===== config.mk =====
export PLATFORM = sky130hd
export DESIGN_NAME = serializer_lanes
export DESIGN_NICKNAME = d
export VERILOG_FILES = /design/src/rtl/serializer_lanes.sv
export SDC_FILE = /design/constraint.sdc
export NUM_CORES = 1
export LEC_CHECK = 0
export CORE_ASPECT_RATIO = 0.6
export CORE_MARGIN = 1.5
export CORE_UTILIZATION = 48
export CTS_CLUSTER_SIZE = 25
export DETAILED_ROUTE_END_ITERATION = 6
export GPL_TIMING_DRIVEN = 0
export PLACE_DENSITY_LB_ADDON = 0.15
export SETUP_SLACK_MARGIN = 0.02
export SLEW_MARGIN = 20
export SYNTH_ARGS = -nofsm -noshare
export SYNTH_HDL_FRONTEND = slang
export SYNTH_SLANG_ARGS = --single-unit
export TNS_END_PERCENT = 5

===== constraint.sdc =====
create_clock -name clk_i -period 3.94 [get_ports clk_i]
set_input_delay 1.182 -clock clk_i [delete_from_list [all_inputs] [get_ports clk_i]]
set_output_delay 1.182 -clock clk_i [all_outputs]
set_load 0.01 [all_outputs]

===== src/rtl/serializer_lanes.sv =====
// Word-to-beat serializer: emits a DATA_W-bit word (with valid-bit count) as LANES-bit beats,
// MSB- or LSB-first, under downstream backpressure, with a last-beat marker and drop pulse.
module serializer_lanes #(
  parameter int DATA_W     = 16,
  parameter int LANES      = 4,
  parameter int MSB_FIRST  = 1,
  parameter int DATA_MOD_W = $clog2(DATA_W),
  parameter int LANE_CNT_W = $clog2(LANES) + 1
) (
  input  logic                  clk_i,
  input  logic                  srst_i,
  input  logic [DATA_W-1:0]     data_i,
  input  logic [DATA_MOD_W-1:0] data_mod_i,
  input  logic                  data_val_i,
  output logic [LANES-1:0]      ser_data_o,
  output logic [LANE_CNT_W-1:0] ser_lanes_o,
  output logic                  ser_data_val_o,
  output logic                  ser_last_o,
  input  logic                  ser_ready_i,
  output logic                  busy_o,
  output logic                  drop_o,
  output logic                  dbg_state_o
);

  localparam int REM_W = $clog2(DATA_W + 1);
  localparam logic [REM_W-1:0] LANES_R = REM_W'(LANES);

  // Handshake: a beat transfers on any posedge where ser_data_val_o & ser_ready_i are both 1;
  // while ser_ready_i is 0 the beat outputs hold. A word is accepted only when busy_o is 0.
  typedef enum logic {S_IDLE = 1'b0, S_SEND = 1'b1} state_t;

  state_t                state_q, state_d;
  logic [DATA_W-1:0]     sh_q, sh_d;
  logic [REM_W-1:0]      rem_q, rem_d;
  logic [LANES-1:0]      ser_data_q, ser_data_d;
  logic [LANE_CNT_W-1:0] ser_lanes_q, ser_lanes_d;
  logic                  ser_last_q, ser_last_d;
  logic                  drop_q, drop_d;

  logic [REM_W-1:0]      n_len;
  logic [REM_W-1:0]      cnt;
  logic [LANES-1:0]      raw;

  always_comb begin
    state_d = state_q;
    sh_d    = sh_q;
    rem_d   = rem_q;
    if (data_mod_i == '0 || int'(data_mod_i) > DATA_W) n_len = REM_W'(DATA_W);
    else                                               n_len = REM_W'(data_mod_i);

    case (state_q)
      S_IDLE: begin
        if (data_val_i) begin
          sh_d    = data_i;
          rem_d   = n_len;
          state_d = S_SEND;
        end
      end
      S_SEND: begin
        if (ser_ready_i) begin
          if (rem_q <= LANES_R) begin
            state_d = S_IDLE;
            sh_d    = '0;
            rem_d   = '0;
          end else begin
            sh_d  = (MSB_FIRST != 0) ? (sh_q << LANES) : (sh_q >> LANES);
            rem_d = rem_q - LANES_R;
          end
        end
      end
      default: state_d = S_IDLE;
    endcase

    // Beat outputs are precomputed from next state so they leave a flop directly.
    cnt = (rem_d < LANES_R) ? rem_d : LANES_R;
    raw = (MSB_FIRST != 0) ? sh_d[DATA_W-1 -: LANES] : sh_d[LANES-1:0];
    ser_data_d = '0;
    for (int i = 0; i < LANES; i++) begin
      if (MSB_FIRST != 0) ser_data_d[i] = (i >= LANES - int'(cnt)) ? raw[i] : 1'b0;
      else                ser_data_d[i] = (i < int'(cnt)) ? raw[i] : 1'b0;
    end
    ser_lanes_d = LANE_CNT_W'(cnt);
    ser_last_d  = (state_d == S_SEND) && (rem_d <= LANES_R);
    drop_d      = data_val_i && (state_q == S_SEND);
  end

  always_ff @(posedge clk_i) begin
    if (srst_i) begin
      state_q     <= S_IDLE;
      sh_q        <= '0;
      rem_q       <= '0;
      ser_data_q  <= '0;
      ser_lanes_q <= '0;
      ser_last_q  <= 1'b0;
      drop_q      <= 1'b0;
    end else begin
      state_q     <= state_d;
      sh_q        <= sh_d;
      rem_q       <= rem_d;
      ser_data_q  <= ser_data_d;
      ser_lanes_q <= ser_lanes_d;
      ser_last_q  <= ser_last_d;
      drop_q      <= drop_d;
    end
  end

  assign ser_data_o     = ser_data_q;
  assign ser_lanes_o    = ser_lanes_q;
  assign ser_last_o     = ser_last_q;
  assign ser_data_val_o = (state_q == S_SEND);
  assign busy_o         = (state_q == S_SEND);
  assign drop_o         = drop_q;
  assign dbg_state_o    = state_q;

endmodule


### After elaboration in Yosys (flattened, before gate mapping)

Index checks and enable logic that the tools add are counted.

| operators by class | value |
|---|---|
| add/subtract/negate cells | 2 |
| magnitude comparators | 7 |
| eq/ne operators | 2 |
| mux-type cells | 14 |
| bitwise operators | 5 |
| reductions and logical operators | 8 |

Operators by type and width:

| kind | count |
|---|---|
| 2-to-1 mux 16 bit | 3 |
| one-hot mux 16 bit (2 select lines) | 1 |
| 2-to-1 mux 5 bit | 5 |
| >= comparator 3 x 6 -> 1 bit, first input constant | 2 |
| less-or-equal comparator 5 x 3 -> 1 bit, second input constant | 2 |
| one-hot mux 5 bit (2 select lines) | 1 |
| OR reduction 2 bit | 4 |
| >= comparator 1 x 6 -> 1 bit, first input constant | 1 |
| >= comparator 2 x 6 -> 1 bit, first input constant | 1 |
| subtractor 3 x 5 -> 6 bit, first input constant | 1 |
| less-than comparator 5 x 3 -> 1 bit, second input constant | 1 |
| NOT 1 bit | 5 |
| subtractor 5 x 3 -> 5 bit, second input constant | 1 |
| zero test 4 bit | 1 |
| != test 2 bit, second input constant | 2 |
| 2-to-1 mux 1 bit | 3 |
| logical AND 1 bit | 2 |
| one-hot mux 1 bit (2 select lines) | 1 |
| AND reduction 2 bit | 1 |

| word-level totals | value |
|---|---|
| flip-flop bits (word level) | 31 |
| logic and storage cells | 49 |

### Depth between registers and ports, before layout

Gate-level depths: netlist of run 1.

| depth | value |
|---|---|
| depth in word-level cells | 10 |
| mapped depth | 12 |
| mapped depth without buffers | 11 |

### Worst setup path after synthesis of run 1

No wires, ideal clock.

| path | value |
|---|---|
| path type | input to register |
| start point | input port data_val_i |
| end point | register ser_data_q[2] (netlist: ser_data_o[2]) |
| setup time | 0.060 ns |
| data arrival time | 3.221 ns |
| data required time | 3.880 ns |
| slack | 0.659 ns |
| stages on the path | 9 |
| path buffers | 1 |
| path through | nor2b_1 buf_2 a222oi_1 nand3_1 or2_1 ha_1 inv_1 and4_1 o221a_1 |

| between the ends | value |
|---|---|
| cells in the longest elaborated chain, start to end | 8 |

RTL lines:

| what | line | text |
|---|---|---|
| start: declaration | 14 | `input logic data_val_i,` |
| 2-to-1 mux 5 bit | 53 | `if (data_val_i) begin` |
| one-hot mux 5 bit (2 select lines) | 51 | `case (state_q)` |
| less-than comparator 5 x 3 -> 1 bit | 75 | `cnt = (rem_d < LANES_R) ? rem_d : LANES_R;` |
| 2-to-1 mux 5 bit | 75 |  |
| subtractor 3 x 5 -> 6 bit | 79 | `if (MSB_FIRST != 0) ser_data_d[i] = (i >= LANES - int'(cnt)) ? raw[i] : 1'b0;` |
| >= comparator 3 x 6 -> 1 bit | 79 |  |
| NOT 1 bit (no line) | - |  |
| OR reduction 2 bit (no line) | - |  |
| end signal: assignment | 100 | `ser_data_q <= ser_data_d;` |
| end: declaration | 35 | `logic [LANES-1:0] ser_data_q, ser_data_d;` |

Several ways; a longest one is shown, not always the timed one. The select of a mux whose other input is x is not followed.
A chain may end at the register's enable or synchronous reset.

### Worst setup path after layout of run 1

Same ends and word-level chain as after synthesis.

==> out/metrics.yaml, run 1 <==
status: "completed"
cts-hold-fix-buffers: 0
core-area_mm2: 0.00283
max_cap_violations: 0
cts.clk_slew.worst_paths_ns: 0.06
ffs_w_async_s_r_synth: 0
cp_max_fo: 10
final.setup.worst_slack_ns: 0.230
dpl.hpwl_mm: 2.74
synth.cells.most_frequent: "sky130_fd_sc_hd__dfxtp_1 (31), sky130_fd_sc_hd__nor2_1 (24), sky130_fd_sc_hd__inv_1 (9)"
dr.first_iter.drc_count: 128
antenna_nets_post_route: 0
gp_congestion: 0.837
per_cell_via_count_in_the_routed_design: 5.78
detailedPlace.worstSlack_ns: -0.339
multi_input_area_um2: 717
worst_skew_pair.late_latency_ns: 0.28
ys.warnings.count: 0
timing.hold.worst.class: "reg2reg"
synth_top_area_share: 0.439
max_freq_mhz: 270
diodes: 0
worst-endpoint-required_ns: 4.17
worst_slew_margin_rel: 0.582
max_slew.worst_pin.slew_ns: 0.626
numPortBuffers: 35
critical_path_start_type: "primary input"
power.density_cell_area_mw_per_mm2: 404
timing.rr.start: "rem_q[2]"
post-synth-top-area-cell: "sky130_fd_sc_hd__dfxtp_1"
worstSetupPathType: "in2reg"
end_kind: "flop"
synthesis.instances: 158
vdd_drop_max_v: 0.000276
tritoncts.num_buffers: 5
yosys_register_bits: 31
grt.overflow.total: 0
ys_types: 38
timing.clock.skew_ns: 0.00943
synth_edf_count: 0
cts_tree: "yes"
die_area_mm2: 0.00329
post-route-drc-count: 0
avgSynthCellArea_um2: 8.96
grt_setup_unrepaired: "no"
starting_density_of_the_core: 0.499
cts_buffer_depth: 2
timing.critical_path.arrival_ns: 3.94
holdCritStartpoint: "sh_q[10]"
static-leakage-power_nw: 0.753
grt_start_max_net_pins: 11
final_wl_mm: 3.71
overall_die_height_um: 45.1
setup_viol: 0
htree_levels: 2
slowest_stage: "sky130_fd_sc_hd__clkbuf_1"
cp-startpoint: "data_val_i"
final_layout_size_suffix_gt1_frac: 0.0743
fin_crit_sh: 0.942
critical_path.cell_chain: "clkdlybuf4s50_1, clkbuf_1, o211ai_1, o311ai_2, nand3_1, or2_1, ha_1, inv_1, and4_1, o221a_1"
global_route_wire_length_before_repair_mm: 5.89
1st_pass_router_iterations: 5
synth_most_common_cell: "sky130_fd_sc_hd__dfxtp_1"
finish.net_count: 233
synth_ff_type: "sky130_fd_sc_hd__dfxtp_1"
number_of_global_route_vias_before_repair: 1252
report.final.slew_viol_count: 0
grtUsageTotal: 0.245
dr_total_vias: 1411
p_total_w: 0.000779
synth_area_mm2: 0.00142
clock_tree.root_cell: "sky130_fd_sc_hd__clkbuf_8"
area_delta_synth_final_pct: 36.3
ff_latch_area_um2: 621
synth_area_leaders: "sky130_fd_sc_hd__dfxtp_1 (44%), sky130_fd_sc_hd__nor2_1 (6.4%), sky130_fd_sc_hd__ha_1 (6.2%)"
io-pin-count: 36
max_stage_delay_ns: 0.50
num-fill-cells: 219
core.rowCount: 15
timing.final.hold_violations: 0
synthesized_net_count: 189
sequential_element_share_of_the_synthesized_area: 0.439
timing.final.crit_period_ns: 3.71
antenna_violations_before_repair: 0
fp.dieW_um: 73.1
cts.sinks: 31
wl_per_cell_um: 15.2
[flip-flops by register name, summed over array words and instances, names as in the netlist]
signal,flops
busy_o,1
drop_o,1
rem_q,5
ser_data_o,4
ser_lanes_o,3
ser_last_o,1
sh_q,16
[kinds of logic after synthesis]
kind of cell	share of synthesized area
buffers and inverters	0.0601
flip-flops	0.439
adder cells (fa/ha/maj)	0.0619
AO/OA/AOI/OAI	0.223
AND/OR/NAND/NOR	0.181
multiplexers	0.0354
[report_power, final]
group          switching [W]  leakage (nW)  internal [W]
registers          0.0000153         0.255      0.000338
logic              0.0000903         0.451     0.0000864
clock network       0.000112        0.0470      0.000137
[worst paths after layout]
kind              endpoint  slack (ns)  cells after the start
max          ser_data_o[2]        0.23                     10
min               sh_q[10]        0.46                      2
max reg2reg  ser_data_o[2]        1.01                      9
min reg2reg       sh_q[10]        0.46                      2
[cells in the final DEF (no fill, tap or decap), types with 2 or more instances in the layout]
master / netlist / routed
sky130_fd_sc_hd__buf_2: 2 / 2
sky130_fd_sc_hd__a32oi_1: 2 / 2
sky130_fd_sc_hd__nor4_1: 2 / 2
sky130_fd_sc_hd__nand3_1: 3 / 3
sky130_fd_sc_hd__dfxtp_1: 31 / 31
sky130_fd_sc_hd__nor2_1: 24 / 24
sky130_fd_sc_hd__mux2i_1: 5 / 5
sky130_fd_sc_hd__inv_1: 9 / 9
sky130_fd_sc_hd__a211oi_1: 4 / 4
sky130_fd_sc_hd__nand2_1: 8 / 8
sky130_fd_sc_hd__nor3_1: 2 / 2
sky130_fd_sc_hd__o21ai_0: 3 / 3
sky130_fd_sc_hd__ha_1: 7 / 7
sky130_fd_sc_hd__a21oi_1: 6 / 6
sky130_fd_sc_hd__buf_4: 2 / 4
sky130_fd_sc_hd__o211a_1: 2 / 2
sky130_fd_sc_hd__a222oi_1: 7 / 7
sky130_fd_sc_hd__a22oi_1: 4 / 4
sky130_fd_sc_hd__clkdlybuf4s50_1: 0 / 35
sky130_fd_sc_hd__or2_1: 3 / 3
sky130_fd_sc_hd__clkbuf_1: 7 / 7
sky130_fd_sc_hd__a31oi_1: 6 / 6
sky130_fd_sc_hd__nor2b_1: 3 / 3
sky130_fd_sc_hd__clkbuf_8: 0 / 6
[layer usage]
metal  track usage  wire, µm  up-vias  part of all wire
met1         0.324      1660      654              0.45
met2         0.373      1680       86              0.45
met3        0.0804       290        9             0.078
met4         0.102        78        0             0.021
met5             0         0        -                 0
li1              -         -      662                 -
[final cells by class]
cell class | instances | share of cell area
Multi-Input combinational cell | 107 | 0.372
Sequential cell | 31 | 0.322
Clock inverter | 1 | 0.00260
Inverter | 9 | 0.0175
Clock buffer | 6 | 0.0428
Tap cell | 42 | 0.0273
Timing Repair Buffer | 37 | 0.189
Buffer | 11 | 0.0266
[per-stage QoR]
step / cell area [µm²] / hold slack, ns / TNS (ns) / cells / util
floorplan: 1420 / 0.436 / 0 / 158 / -
global placement: 1820 / 0.447 / -0.902 / 235 / 0.642
detailed placement: 1820 / 0.451 / -1.24 / 235 / 0.642
CTS: 1920 / 0.459 / 0 / 244 / 0.678
global route: 1930 / 0.485 / 0 / 244 / 0.680
finish: 1930 / 0.460 / 0 / 244 / 0.680
[critical path: cells and delay by family]
family	cells	cell delay [ns]
AOI/OAI and AO/OA	3	0.57
adders and majority gates	1	0.22
buffers and inverters	3	1.06
and+or+nand+nor	3	0.92
[what timing repair did]
| item | CTS | global route |
|---|---|---|
| setup buffers | 2 | 0 |
| pin swaps | 1 | 0 |
| endpoints found under the setup margin | 4 | 4 |
| gates resized for setup | 0 | 1 |
No activity file was read; power rests on OpenSTA's default activity.
==> run 2: changes to the inputs <==
--- a/config.mk
+++ b/config.mk
@@ -7,7 +7,7 @@
 export LEC_CHECK = 0
 export CORE_ASPECT_RATIO = 0.6
 export CORE_MARGIN = 1.5
-export CORE_UTILIZATION = 48
+export CORE_UTILIZATION = 51
 export CTS_CLUSTER_SIZE = 25
 export DETAILED_ROUTE_END_ITERATION = 6
 export GPL_TIMING_DRIVEN = 0
==> constraint.sdc (replaced) <==
create_clock -name clk_i -period 4.7 [get_ports clk_i]
set_input_delay 1.41 -clock clk_i [delete_from_list [all_inputs] [get_ports clk_i]]
set_output_delay 1.41 -clock clk_i [all_outputs]
set_load 0.01 [all_outputs]
==> out/metrics.yaml, run 2 (synthesis gave the netlist of run 1 again) <==
num-fill-cells: 182
stdcell_count: 231
final_wl_mm: 3.76
layout.cells.most_common: "sky130_fd_sc_hd__clkdlybuf4s50_1"
groute.layer.met1.usage: 0.375
core.rowCount: 14
cp-startpoint: "data_val_i"
r2r-end: "ser_data_o[2]"
crit_end: "ser_data_o[2]"
die_area_mm2: 0.00311
largest_register: "sh_q"
largest_register_ff_count: 16
grt_setup_unrepaired: "no"
max_freq_mhz: 235
fin_crit_sh: 0.906
max_cap_violations: 0
numPortBuffers: 35
timing.clock.skew_ns: 0.00810
cts.sinks: 31
layout_common_cells: "sky130_fd_sc_hd__clkdlybuf4s50_1 (35), sky130_fd_sc_hd__dfxtp_1 (31), sky130_fd_sc_hd__nor2_1 (24)"
status: "completed"
cts_resized: 0
cts.clk_slew.worst_paths_ns: 0.06
grt.overflow.total: 0
htree_levels: 2
post-route-drc-count: 0
critical_path_start_type: "primary input"
cp_max_fo: 7
power.density_cell_area_mw_per_mm2: 335
worst-r2r-setup-slack_ns: 1.45
dr.first_iter.drc_count: 187
area_delta_synth_final_pct: 32.7
static-leakage-power_nw: 0.733
overall_die_height_um: 43.8
report.final.slew_viol_count: 0
timing.final.hold_violations: 0
gp_congestion: 0.951
final_layout_size_suffix_gt1_frac: 0.0503
core-area_mm2: 0.00257
dr_total_vias: 1382
per_cell_via_count_in_the_routed_design: 5.98
postCtsSetupRepairBufs: 0
timing.hold.worst.class: "reg2reg"
antenna_violations_before_repair: 0
timing.critical_path.arrival_ns: 4.48
worst-endpoint-required_ns: 4.92
global_route_wire_length_before_repair_mm: 6.18
dpl.hpwl_mm: 2.73
end_kind: "flop"
gr-usage-met2: 0.379
grt_start_max_net_pins: 11
grtUsageTotal: 0.263
io-pin-count: 36
worst_skew_pair.late_latency_ns: 0.28
finish.net_count: 231
cts-hold-fix-buffers: 0
max_slew.worst_pin.slew_ns: 0.755
diodes: 0
placedCellCount: 225
setup_viol: 0
antenna_nets_post_route: 0
1st_pass_router_iterations: 4
starting_density_of_the_core: 0.550
grt_most_used_layer: "met2"
wl_per_cell_um: 16.3
worstSetupPathType: "in2reg"
fin_tns_setup_ns: 0
number_of_global_route_vias_before_repair: 1266
worst_slew_margin_rel: 0.497
cts_buffer_depth: 2
vdd_drop_max_v: 0.000236
timing.rr.start: "rem_q[2]"
timing.final.crit_period_ns: 4.26
cts_tree: "yes"
worstRegToRegCells: 10
grtUsageMet3: 0.0837
fp.dieW_um: 71.0
tritoncts.num_buffers: 5
clock_tree.root_cell: "sky130_fd_sc_hd__clkbuf_8"
-- run 2: changes by cell type in the layout (fill, tap and decap cells not counted), sizes merged --
cell,previous run,this run
buf,6,4
clkinv,1,0
-- run 2: cell type report --
cell class / count / area [µm²] / area share
buffer: 11 / 51.3 / 0.0273
multi-input combinational: 107 / 709 / 0.378
sequential: 31 / 621 / 0.330
tap: 32 / 40.0 / 0.0213
clock buffer: 6 / 72.6 / 0.0386
inverter: 9 / 33.8 / 0.0180
timing repair buffer: 35 / 350 / 0.187
-- run 2: per-stage QoR --
stage                     setup WS (ns)  utilization  power (W)  area [µm²]  hold slack [ns]
after floorplan                    1.19            -   0.000380        1420            0.436
after global placement            0.312        0.701   0.000437        1810            0.448
after detailed placement          0.237        0.701   0.000443        1810            0.452
after CTS                         0.493        0.729   0.000628        1880            0.460
after global routing              0.240        0.729   0.000659        1880            0.502
final                             0.443        0.729   0.000629        1880            0.465
-- run 2: power by group --
group          leakage [nW]  internal [W]  switching (W)  total, W
combinational         0.441     0.0000692      0.0000748  0.000144
sequential            0.255      0.000284      0.0000133  0.000297
clock                0.0371     0.0000984      0.0000894  0.000188
-- run 2: critical path, cell delays in order --
cell and delay (ns):
sky130_fd_sc_hd__clkdlybuf4s50_1 0.49, sky130_fd_sc_hd__nor2b_1 0.14, sky130_fd_sc_hd__buf_2 0.19, sky130_fd_sc_hd__a21oi_1 0.12, sky130_fd_sc_hd__a222oi_1 0.63, sky130_fd_sc_hd__nand3_1 0.35, sky130_fd_sc_hd__or2_1 0.38, sky130_fd_sc_hd__ha_1 0.21
sky130_fd_sc_hd__inv_1 0.06, sky130_fd_sc_hd__and4_1 0.27, sky130_fd_sc_hd__o221a_1 0.21
-- run 2: worst min-delay path by stage --
stage | start | to | slack (ns) | cells past startpoint
finish | sh_q[10] | sh_q[10] | 0.46 | 2
global placement | sh_q[10] | sh_q[10] | 0.45 | 2
detailed placement | sh_q[10] | sh_q[10] | 0.45 | 2
global route | sh_q[10] | sh_q[10] | 0.50 | 2
floorplan | sh_q[4] | sh_q[4] | 0.44 | 2
CTS | sh_q[10] | sh_q[10] | 0.46 | 2
-- run 2: metal layers --
metal	wire, µm	vias to the layer above
met1	1790	659
li1	-	659
met2	1610	60
met4	27	0
met5	0	-
met3	333	4
